## src/rtl/mem_arbiter_if.sv

```systemverilog
// Bus bundle for mem_arbiter: per-requester Avalon-MM slave ports plus the shared SDRAM master port.
// The arbiter connects through the master modport; requesters and the interconnect model use slave.
interface mem_arbiter_if #(
  parameter int NREQ = 3,
  parameter int AW   = 26,
  parameter int DW   = 32
);
  logic [NREQ*AW-1:0]   req_address;
  logic [NREQ-1:0]      req_read;
  logic [NREQ-1:0]      req_write;
  logic [NREQ*DW/8-1:0] req_byteenable;
  logic [NREQ*DW-1:0]   req_writedata;
  logic [NREQ-1:0]      req_waitrequest;
  logic [DW-1:0]        req_readdata;
  logic [NREQ-1:0]      req_readdatavalid;

  logic [AW-1:0]        master_address;
  logic                 master_read;
  logic                 master_write;
  logic [DW/8-1:0]      master_byteenable;
  logic [DW-1:0]        master_writedata;
  logic [DW-1:0]        master_readdata;
  logic                 master_readdatavalid;
  logic                 master_waitrequest;

  modport master (
    input  req_address, req_read, req_write, req_byteenable, req_writedata,
    output req_waitrequest, req_readdata, req_readdatavalid,
    output master_address, master_read, master_write, master_byteenable, master_writedata,
    input  master_readdata, master_readdatavalid, master_waitrequest
  );

  modport slave (
    output req_address, req_read, req_write, req_byteenable, req_writedata,
    input  req_waitrequest, req_readdata, req_readdatavalid,
    input  master_address, master_read, master_write, master_byteenable, master_writedata,
    output master_readdata, master_readdatavalid, master_waitrequest
  );
endinterface

```

## src/rtl/mem_arbiter.sv

```systemverilog
// Round-robin arbiter sharing one Avalon-MM SDRAM master among NREQ pixel-pipeline clients.
// Optional MEM_ARB_PRIO0_EN: requester 0 (scanout) always wins; 1..NREQ-1 round-robin among themselves.
module mem_arbiter #(
  parameter int NREQ    = 3,
  parameter int AW      = 26,
  parameter int DW      = 32,
  parameter int MAX_OUT = 8
) (
  input  logic          clock,
  input  logic          reset,
  mem_arbiter_if.master bus,
  output logic          err_unexpected
);
  localparam int BW = DW / 8;
  localparam int IW = (NREQ > 1) ? $clog2(NREQ) : 1;
  localparam int PW = $clog2(MAX_OUT);
  localparam logic [IW-1:0] LAST_RST = IW'(NREQ - 1);

  typedef enum logic {ARB, GRANT} state_e;

  state_e        state_q, state_d;
  logic [IW-1:0] gnt_q, gnt_d;
  logic [IW-1:0] last_q, last_d;
  logic [PW-1:0] wp_q, wp_d, rp_q, rp_d;
  logic [PW:0]   cnt_q, cnt_d;
  logic          err_q, err_d;
  logic [IW-1:0] tag_q [MAX_OUT];

  logic            fifo_full, fifo_empty;
  logic            active, cmd, accept, push, pop_req, pop;
  logic [NREQ-1:0] elig;
  logic            pick_vld;
  logic [IW-1:0]   pick_idx;
  logic [IW-1:0]   head;
  int              gi;
  int              c;

  assign fifo_full  = (cnt_q == (PW+1)'(MAX_OUT));
  assign fifo_empty = (cnt_q == '0);
  // Reads are held back only while the tag FIFO cannot take another entry.
  assign elig       = bus.req_write | (bus.req_read & {NREQ{~fifo_full}});

  always_comb begin
    pick_vld = 1'b0;
    pick_idx = '0;
    c        = 0;
`ifdef MEM_ARB_PRIO0_EN
    if (elig[0]) pick_vld = 1'b1;
    for (int k = 1; k < NREQ; k++) begin
      c = 1 + ((int'(last_q) - 1 + k) % (NREQ - 1));
      if (!pick_vld && elig[c]) begin
        pick_vld = 1'b1;
        pick_idx = IW'(c);
      end
    end
`else
    for (int k = 1; k <= NREQ; k++) begin
      c = (int'(last_q) + k) % NREQ;
      if (!pick_vld && elig[c]) begin
        pick_vld = 1'b1;
        pick_idx = IW'(c);
      end
    end
`endif
  end

  // Master side is a straight mux of the granted port; reset forces it quiet immediately.
  assign active = (state_q == GRANT) && !reset;
  assign gi     = int'(gnt_q);

  always_comb begin
    bus.master_address    = '0;
    bus.master_read       = 1'b0;
    bus.master_write      = 1'b0;
    bus.master_byteenable = '0;
    bus.master_writedata  = '0;
    if (active) begin
      bus.master_address    = bus.req_address[gi*AW +: AW];
      bus.master_byteenable = bus.req_byteenable[gi*BW +: BW];
      bus.master_writedata  = bus.req_writedata[gi*DW +: DW];
      bus.master_write      = bus.req_write[gnt_q];
      bus.master_read       = bus.req_read[gnt_q] & ~bus.req_write[gnt_q];
    end
  end

  assign cmd     = bus.master_read | bus.master_write;
  assign accept  = cmd & ~bus.master_waitrequest;
  assign push    = accept & bus.master_read;
  assign pop_req = bus.master_readdatavalid & ~reset;
  assign pop     = pop_req & ~fifo_empty;
  assign head    = tag_q[rp_q];

  assign bus.req_readdata = bus.master_readdata;
  assign err_unexpected   = err_q;

  always_comb begin
    bus.req_waitrequest   = '1;
    bus.req_readdatavalid = '0;
    for (int i = 0; i < NREQ; i++) begin
      if (accept && gnt_q == IW'(i)) bus.req_waitrequest[i]   = 1'b0;
      if (pop && head == IW'(i))     bus.req_readdatavalid[i] = 1'b1;
    end
  end

  always_comb begin
    state_d = state_q;
    gnt_d   = gnt_q;
    last_d  = last_q;
    wp_d    = wp_q + PW'(push);
    rp_d    = rp_q + PW'(pop);
    cnt_d   = cnt_q + (PW+1)'(push) - (PW+1)'(pop);
    err_d   = err_q | (pop_req & fifo_empty);
    case (state_q)
      ARB: begin
        if (pick_vld) begin
          state_d = GRANT;
          gnt_d   = pick_idx;
        end
      end
      GRANT: begin
        if (accept) begin
          state_d = ARB;
`ifdef MEM_ARB_PRIO0_EN
          if (gnt_q != '0) last_d = gnt_q;
`else
          last_d = gnt_q;
`endif
        end else if (!cmd) begin
          // Requester withdrew: give up the grant without touching round-robin order.
          state_d = ARB;
        end
      end
      default: state_d = ARB;
    endcase
  end

  always_ff @(posedge clock) begin
    if (reset) begin
      state_q <= ARB;
      gnt_q   <= '0;
      last_q  <= LAST_RST;
      wp_q    <= '0;
      rp_q    <= '0;
      cnt_q   <= '0;
      err_q   <= 1'b0;
    end else begin
      state_q <= state_d;
      gnt_q   <= gnt_d;
      last_q  <= last_d;
      wp_q    <= wp_d;
      rp_q    <= rp_d;
      cnt_q   <= cnt_d;
      err_q   <= err_d;
    end
  end

  always_ff @(posedge clock) begin
    if (push) tag_q[wp_q] <= gnt_q;
  end
endmodule
```

## src/flat_wrapper.sv

```systemverilog
// flat-port wrapper written by rule: the top's interface ports become plain ports
module mem_arbiter_flat 
#(
  parameter int NREQ    = 3,
  parameter int AW      = 26,
  parameter int DW      = 32,
  parameter int MAX_OUT = 8
)
  (clock, reset, err_unexpected, bus_req_address, bus_req_read, bus_req_write, bus_req_byteenable, bus_req_writedata, bus_req_waitrequest, bus_req_readdata, bus_req_readdatavalid, bus_master_address, bus_master_read, bus_master_write, bus_master_byteenable, bus_master_writedata, bus_master_readdata, bus_master_readdatavalid, bus_master_waitrequest);
  mem_arbiter_if #(.NREQ(NREQ), .AW(AW), .DW(DW)) bus_i ();
  input  logic clock;
  input  logic reset;
  output logic err_unexpected;
  input wire logic [$bits(bus_i.req_address)-1:0] bus_req_address;
  input wire logic [$bits(bus_i.req_read)-1:0] bus_req_read;
  input wire logic [$bits(bus_i.req_write)-1:0] bus_req_write;
  input wire logic [$bits(bus_i.req_byteenable)-1:0] bus_req_byteenable;
  input wire logic [$bits(bus_i.req_writedata)-1:0] bus_req_writedata;
  output wire logic [$bits(bus_i.req_waitrequest)-1:0] bus_req_waitrequest;
  output wire logic [$bits(bus_i.req_readdata)-1:0] bus_req_readdata;
  output wire logic [$bits(bus_i.req_readdatavalid)-1:0] bus_req_readdatavalid;
  output wire logic [$bits(bus_i.master_address)-1:0] bus_master_address;
  output wire logic [$bits(bus_i.master_read)-1:0] bus_master_read;
  output wire logic [$bits(bus_i.master_write)-1:0] bus_master_write;
  output wire logic [$bits(bus_i.master_byteenable)-1:0] bus_master_byteenable;
  output wire logic [$bits(bus_i.master_writedata)-1:0] bus_master_writedata;
  input wire logic [$bits(bus_i.master_readdata)-1:0] bus_master_readdata;
  input wire logic [$bits(bus_i.master_readdatavalid)-1:0] bus_master_readdatavalid;
  input wire logic [$bits(bus_i.master_waitrequest)-1:0] bus_master_waitrequest;
  assign bus_i.req_address = bus_req_address;
  assign bus_i.req_read = bus_req_read;
  assign bus_i.req_write = bus_req_write;
  assign bus_i.req_byteenable = bus_req_byteenable;
  assign bus_i.req_writedata = bus_req_writedata;
  assign bus_req_waitrequest = bus_i.req_waitrequest;
  assign bus_req_readdata = bus_i.req_readdata;
  assign bus_req_readdatavalid = bus_i.req_readdatavalid;
  assign bus_master_address = bus_i.master_address;
  assign bus_master_read = bus_i.master_read;
  assign bus_master_write = bus_i.master_write;
  assign bus_master_byteenable = bus_i.master_byteenable;
  assign bus_master_writedata = bus_i.master_writedata;
  assign bus_i.master_readdata = bus_master_readdata;
  assign bus_i.master_readdatavalid = bus_master_readdatavalid;
  assign bus_i.master_waitrequest = bus_master_waitrequest;
  mem_arbiter #(.NREQ(NREQ), .AW(AW), .DW(DW), .MAX_OUT(MAX_OUT)) u_core (.clock(clock), .reset(reset), .bus(bus_i), .err_unexpected(err_unexpected));
endmodule
```

## config.mk

```make
export PLATFORM = sky130hd
export DESIGN_NAME = mem_arbiter_flat
export DESIGN_NICKNAME = d
export VERILOG_FILES = /design/src/rtl/mem_arbiter_if.sv /design/src/rtl/mem_arbiter.sv /design/src/flat_wrapper.sv
export SDC_FILE = /design/constraint.sdc
export NUM_CORES = 1
export LEC_CHECK = 0
export CAP_MARGIN = 20
export CORE_AREA = 3 3 129 131
export CTS_BUF_LIST = sky130_fd_sc_hd__clkbuf_8
export DETAILED_ROUTE_END_ITERATION = 7
export DIE_AREA = 0 0 132 134
export DONT_BUFFER_PORTS = 1
export MAX_ROUTING_LAYER = met4
export RECOVER_POWER = 50
export SKIP_CTS_REPAIR_TIMING = 1
export SLEW_MARGIN = 20
export SYNTH_ARGS = -nofsm -noshare
export SYNTH_HDL_FRONTEND = slang
export SYNTH_SLANG_ARGS = --single-unit
```

## constraint.sdc

```tcl
create_clock -name clock -period 2.5 [get_ports clock]
set_input_delay 0.25 -clock clock [delete_from_list [all_inputs] [get_ports clock]]
set_output_delay 0.25 -clock clock [all_outputs]
set_load 0.01 [all_outputs]
```

## Word level (Yosys, flattened, before mapping)

Memory sizes are Yosys's and may differ from the RTL's. A register that Yosys moved wholly into a read port is not among the register bits.
Index checks and enable logic that the tools add are counted.

| word-level totals | value |
|---|---|
| output and inout port bits | 103 |
| memory bits (writable) | 16 |
| memories kept | 1 |
| input port bits | 228 |
| logic and storage cells | 101 |
| register bits | 16 |

| operators by class | value |
|---|---|
| order comparisons | 4 |
| bitwise gates (word level) | 16 |
| multiply operators | 1 |
| equal/unequal tests | 5 |
| $add $sub $neg | 7 |
| multiplexer cells | 37 |
| divide/modulo/power cells | 3 |
| reduce and logical (&&, ||, !) cells | 17 |
| shift operators | 3 |

Memory list:

| memory | depth | width | read ports | clocked after Yosys merged registers in | write ports | RTL line | source |
|---|---|---|---|---|---|---|---|
| u_core.tag_q | 8 | 2 | 1 | 1 | 1 | mem_arbiter.sv:27 | `logic [IW-1:0] tag_q [MAX_OUT];` |

Operators by type and width:

| cell | number |
|---|---|
| $lt A32 B4 Y1 const B | 3 |
| $mod A32 B3 Y32 const B | 3 |
| $shiftx A96 B8 Y32 | 1 |
| $shiftx A78 B32 Y26 | 1 |
| $mux W32 | 1 |
| $mux W26 | 1 |
| $mux W1 | 24 |
| $shiftx A12 B5 Y4 | 1 |
| $bmux W1 S2 | 5 |
| $logic_and A1 B1 Y1 | 9 |
| $add A2 B2 Y3 const B | 2 |
| $add A3 B1 Y3 | 2 |
| $and A1 B1 Y1 | 6 |
| $mul A2 B4 Y6 const B | 1 |
| $mux W2 | 3 |
| $not A1 Y1 | 6 |
| $add A4 B1 Y4 | 1 |
| $eq A2 B1 Y1 const B | 2 |
| $eq A2 B2 Y1 const B | 2 |
| $eq A4 B4 Y1 const B | 1 |
| $logic_not A2 Y1 | 2 |
| $logic_not A4 Y1 | 1 |
| $mux W4 | 1 |
| $reduce_and A2 Y1 | 2 |
| 9 further kinds | 12 |

## Longest topological paths before layout

| depth | value |
|---|---|
| word-level depth | 16 |
| depth in mapped cells | 10 |

## Worst setup path after synthesis

No wires, ideal clock.

| timing | value |
|---|---|
| path type | reg2reg |
| from | register u_core.gnt_q[1] |
| to | register u_core.cnt_q[2] |
| path buffers | 1 |
| setup slack | 277 ps |
| cell stages (with the launch flop) | 11 |
| arrival time | 2,108 ps |
| setup time | 114 ps |
| path through | dfxtp_1 buf_2 mux2i_1 a2bb2oi_1 nand2_1 nor3_2 ha_1 inv_1 fa_1 xor2_1 nor2_1 |

| between the ends | value |
|---|---|
| cells in the longest elaborated chain, start to end | 10 |
| elaborated cells between the ends (all ways) | 13 |
| classes of those cells | 2 x add/sub; 6 x mux; 5 x bitwise |

Ends and longest elaborated chain:

| element | RTL line | source |
|---|---|---|
| start: declaration | mem_arbiter.sv:22 | `logic [IW-1:0] gnt_q, gnt_d;` |
| start signal: assignment | mem_arbiter.sv:148 | `gnt_q <= gnt_d;` |
| $bmux W1 S2 | mem_arbiter.sv:81, mem_arbiter.sv:82 |  |
| $mux W1 (not written as such) | mem_arbiter.sv:81, mem_arbiter.sv:82 |  |
| $not A1 Y1 | mem_arbiter.sv:82 | `bus.master_read = bus.req_read[gnt_q] & ~bus.req_write[gnt_q];` |
| $and A1 B1 Y1 | mem_arbiter.sv:82 |  |
| $mux W1 | mem_arbiter.sv:77 | `if (active) begin` |
| $or A1 B1 Y1 | mem_arbiter.sv:86 | `assign cmd = bus.master_read \| bus.master_write;` |
| $and A1 B1 Y1 | mem_arbiter.sv:87 | `assign accept = cmd & ~bus.master_waitrequest;` |
| $and A1 B1 Y1 * | mem_arbiter.sv:88 | `assign push = accept & bus.master_read;` |
| $add A4 B1 Y4 * | mem_arbiter.sv:111 | `cnt_d = cnt_q + (PW+1)'(push) - (PW+1)'(pop);` |
| $sub A4 B1 Y4 * | mem_arbiter.sv:111 |  |
| end signal: assignment | mem_arbiter.sv:152 | `cnt_q <= cnt_d;` |
| end: declaration | mem_arbiter.sv:25 | `logic [PW:0] cnt_q, cnt_d;` |

Mark *: on every way between the ends. The rest lies on a longest branch, timed or not. The select of a mux whose other input is x is not followed.
A chain may end at the register's enable or synchronous reset.

## Worst setup path in the final report

| timing | value |
|---|---|
| from | register u_core.gnt_q[0] |
| to | output port bus_req_waitrequest[0] |

| between the ends | value |
|---|---|
| cells in the longest elaborated chain, start to end | 9 |
| elaborated cells between the ends (all ways) | 13 |
| classes of those cells | 7 x mux; 4 x bitwise; 2 x reduce/logical |

Ends and longest elaborated chain:

| element | RTL line | source |
|---|---|---|
| $bmux W1 S2 | mem_arbiter.sv:81, mem_arbiter.sv:82 |  |
| $mux W1 (not written as such) | mem_arbiter.sv:81, mem_arbiter.sv:82 |  |
| $not A1 Y1 | mem_arbiter.sv:82 |  |
| $and A1 B1 Y1 | mem_arbiter.sv:82 |  |
| $mux W1 | mem_arbiter.sv:77 |  |
| $or A1 B1 Y1 | mem_arbiter.sv:86 |  |
| $and A1 B1 Y1 | mem_arbiter.sv:87 |  |
| $logic_and A1 B1 Y1 * | mem_arbiter.sv:100 | `if (accept && gnt_q == IW'(i)) bus.req_waitrequest[i] = 1'b0;` |
| $mux W1 * | mem_arbiter.sv:100 |  |
| end: declaration | flat_wrapper.sv:19 | `output wire logic [$bits(bus_i.req_waitrequest)-1:0] bus_req_waitrequest;` |

Marks and branches as above.

==> results.md <==
* Height of the die at 134 um
* ANT nets after route at 0
* Main synth FF type: edfxtp_1
* CTS Sinks at 32
* Routed vias/inst at 4.86
* Die width at 132 um
* CTS tree: done
* Post-route DRC at 0
* Routed length per instance at 18.6 um
* Setup_tns at 0 ps
* Final hold vios at 0
* Final Max Slew Viols at 0
* Largest net degree at the start of global routing at 75
* Initial core utilization at 22.7%
* Worst setup startpoint: u_core.gnt_q[0]$_SDFFE_PP0P_
* CP Max Fanout at 33
* Ant diodes at 0
* Synthesis Warnings at 0
* Synth area leaders: mux2i_1 19%, nor2_1 15%, edfxtp_1 13%
* Post-synth top area share at 18.5%
* Fin crit share at 92.9%
* Reg-to-Reg Start: u_core.gnt_q[1]$_SDFFE_PP0P_
* Max Clock Skew at 4.59 ps
* Startpoint Class: flop
* Worst setup path endpoint: bus_req_waitrequest[0]
* Starting DRC count in detailed routing at 186
* Syn_area_per_cell at 7.60 um2
* Max frequency at 431 MHz
* GP Congestion at 0.854
* Yosys cell types at 49
* Worst Path Required at 2250 ps
* Sequential element share of the synthesized area at 22.5%
* Leakage at 0.00127 uW
* Pwr/cell area at 543 nW/um2
* Full die area at 17700 um2
* Worst Setup Path Type: reg2out
* RSZ-0062 raised after global routing: false
* Crit path DAT at 2070 ps
* Fin crit period at 2320 ps
* Number of synthesized flops with an enable pin at 16
* Top cells by count, synth: 146 x nor2_1, 69 x a21oi_1, 66 x mux2i_1
* Routed Wire Length at 12000 um
* Reg area at 806 um2
* Max-Cap Viols at 0
* Layout cells sized above 1 at 9.74%
* Area Overhead vs Synth at 4.18%
* FF+latch count, synth at 32
* Internal reg-to-reg setup slack at 280 ps
* Root Buffer: clkbuf_8
* CORE AREA at 15700 um2
* Initial antenna violation count at 0
* First-pass GRT wire length at 17300 um
* Port buffer count at 0
* Max-Slew Margin vs Limit at 44.8%
* Synth Cell Area at 3560 um2
* Dpl ws at 301 ps
* Post-synth top area cell: mux2i_1
* DRT Pass-1 Iters at 4
* Hold-critical path depth at 1
* Placed cell count at 638
* H-tree Lvls at 2
* Num ports at 331
* Fillers at 1740
* Total number of vias at 3143
* Post-DP HPWL at 9580 um
* Net count, final at 673
* Layout Cells excl Fill at 647
* Num CTS Buffers at 5
* Final hold slack at 28.2 ps
* Cell count after synthesis at 469
* Clock transition at path regs at 70 ps
* Rows at 46
* Worst hold path type: in2reg
* Multi-input logic area at 2310 um2
* Total GRT Usage at 12.5%
* Max VDD drop at 0.291 mV
* Reg2Reg Depth at 9
* Worst setup EP type: output port
* Power Total at 2020 uW
* Vias in the first global route at 3056
* Async SR Flop Fraction at 0%
* Final setup fails at 0
* Mapped Nets at 712
* Setup ws final at 178 ps
* Most frequent cell after synthesis: nor2_1
* Total global routing overflow at 0
* Clk_lat worst skew at 280 ps
* Worst Tran Pin Value at 828 ps
* Outcome: complete, no violations
* Clock Tree Buf Depth at 2
* RR Endpoint: u_core.cnt_q[2]$_SDFF_PP0_
[layout make-up]
| type | count | share of cell area [%] |
|---|---|---|
| Sequential cell | 32 | 21.7 |
| Clock buffer | 5 | 1.85 |
| Clock inverter | 3 | 1.25 |
| Inverter | 11 | 1.11 |
| Timing Repair Buffer | 18 | 4.48 |
| Tap cell | 216 | 7.28 |
| Multi-Input combinational cell | 362 | 62.3 |
[through the flow]
step | cell area, um2 | util (%)
4_1_cts | 3710 | 23.6
5_1_grt | 3710 | 23.6
2_1_floorplan | 3560 | -
3_5_place_dp | 3600 | 22.9
3_3_place_gp | 3600 | 22.9
6_report | 3710 | 23.6
[critical path: stages (launching register included)]
cell	delay, ps
dfxtp_2	390
nor2b_4	250
buf_12	210
a211oi_1	110
or3_1	410
or3_1	400
[report_power, final]
group	switching [uW]	internal [uW]	total, uW
Sequential	49.9	596	646
Clock	204	300	504
Combinational	501	366	867
[worst min path at each step]
stage           from                           end  slack [ps]
2_1_floorplan  reset    u_core.cnt_q[0]$_SDFF_PP0_         320
3_3_place_gp   reset  u_core.gnt_q[1]$_SDFFE_PP0P_         320
3_5_place_dp   reset  u_core.gnt_q[1]$_SDFFE_PP0P_         320
4_1_cts        reset  u_core.gnt_q[1]$_SDFFE_PP0P_          10
5_1_grt        reset  u_core.gnt_q[1]$_SDFFE_PP0P_          10
6_report       reset  u_core.gnt_q[1]$_SDFFE_PP0P_          30
[cells by family (layout without fill, tap and decap cells)]
logic type / after synthesis / count (layout) / synth area share, %
AND/OR/NAND/NOR: 185 / 185 / 23.0
AO/OA/AOI/OAI: 87 / 87 / 13.9
buffers and inverters: 75 / 37 / 12.8
multiplexers: 71 / 71 / 21.4
flip-flops: 32 / 32 / 22.5
adder cells (fa/ha/maj): 15 / 15 / 5.48
XOR/XNOR: 4 / 4 / 0.983
[cells in the final DEF (no fill, tap or decap), types with 3 or more instances in the layout]
master	count
nor2b_1	5
a211oi_1	3
a31oi_1	4
xnor2_1	3
inv_1	11
mux2i_1	66
mux4_2	4
nor2_1	146
edfxtp_1	16
a21oi_1	69
buf_12	3
nand2_1	7
nand2b_1	4
clkbuf_8	5
ha_1	14
buf_4	13
nand3_1	3
dfxtp_1	14
[sequential cells by signal, indices dropped and copies added, names as in the netlist]
name / cells
u_core.cnt_q: 4
u_core.err_unexpected: 1
u_core.gnt_q: 2
u_core.last_q: 2
u_core.rp_q: 3
u_core.state_q: 1
u_core.tag_q: 16
u_core.wp_q: 3
[metal layers]
layer	wire [um]	up-vias	track usage (%)
li1	-	1497	-
met4	155	0	2.63
met2	5900	181	21.2
met5	0	-	-
met1	4940	1454	14.9
met3	1040	11	3.30
Power figures use the tool's default switching activity.
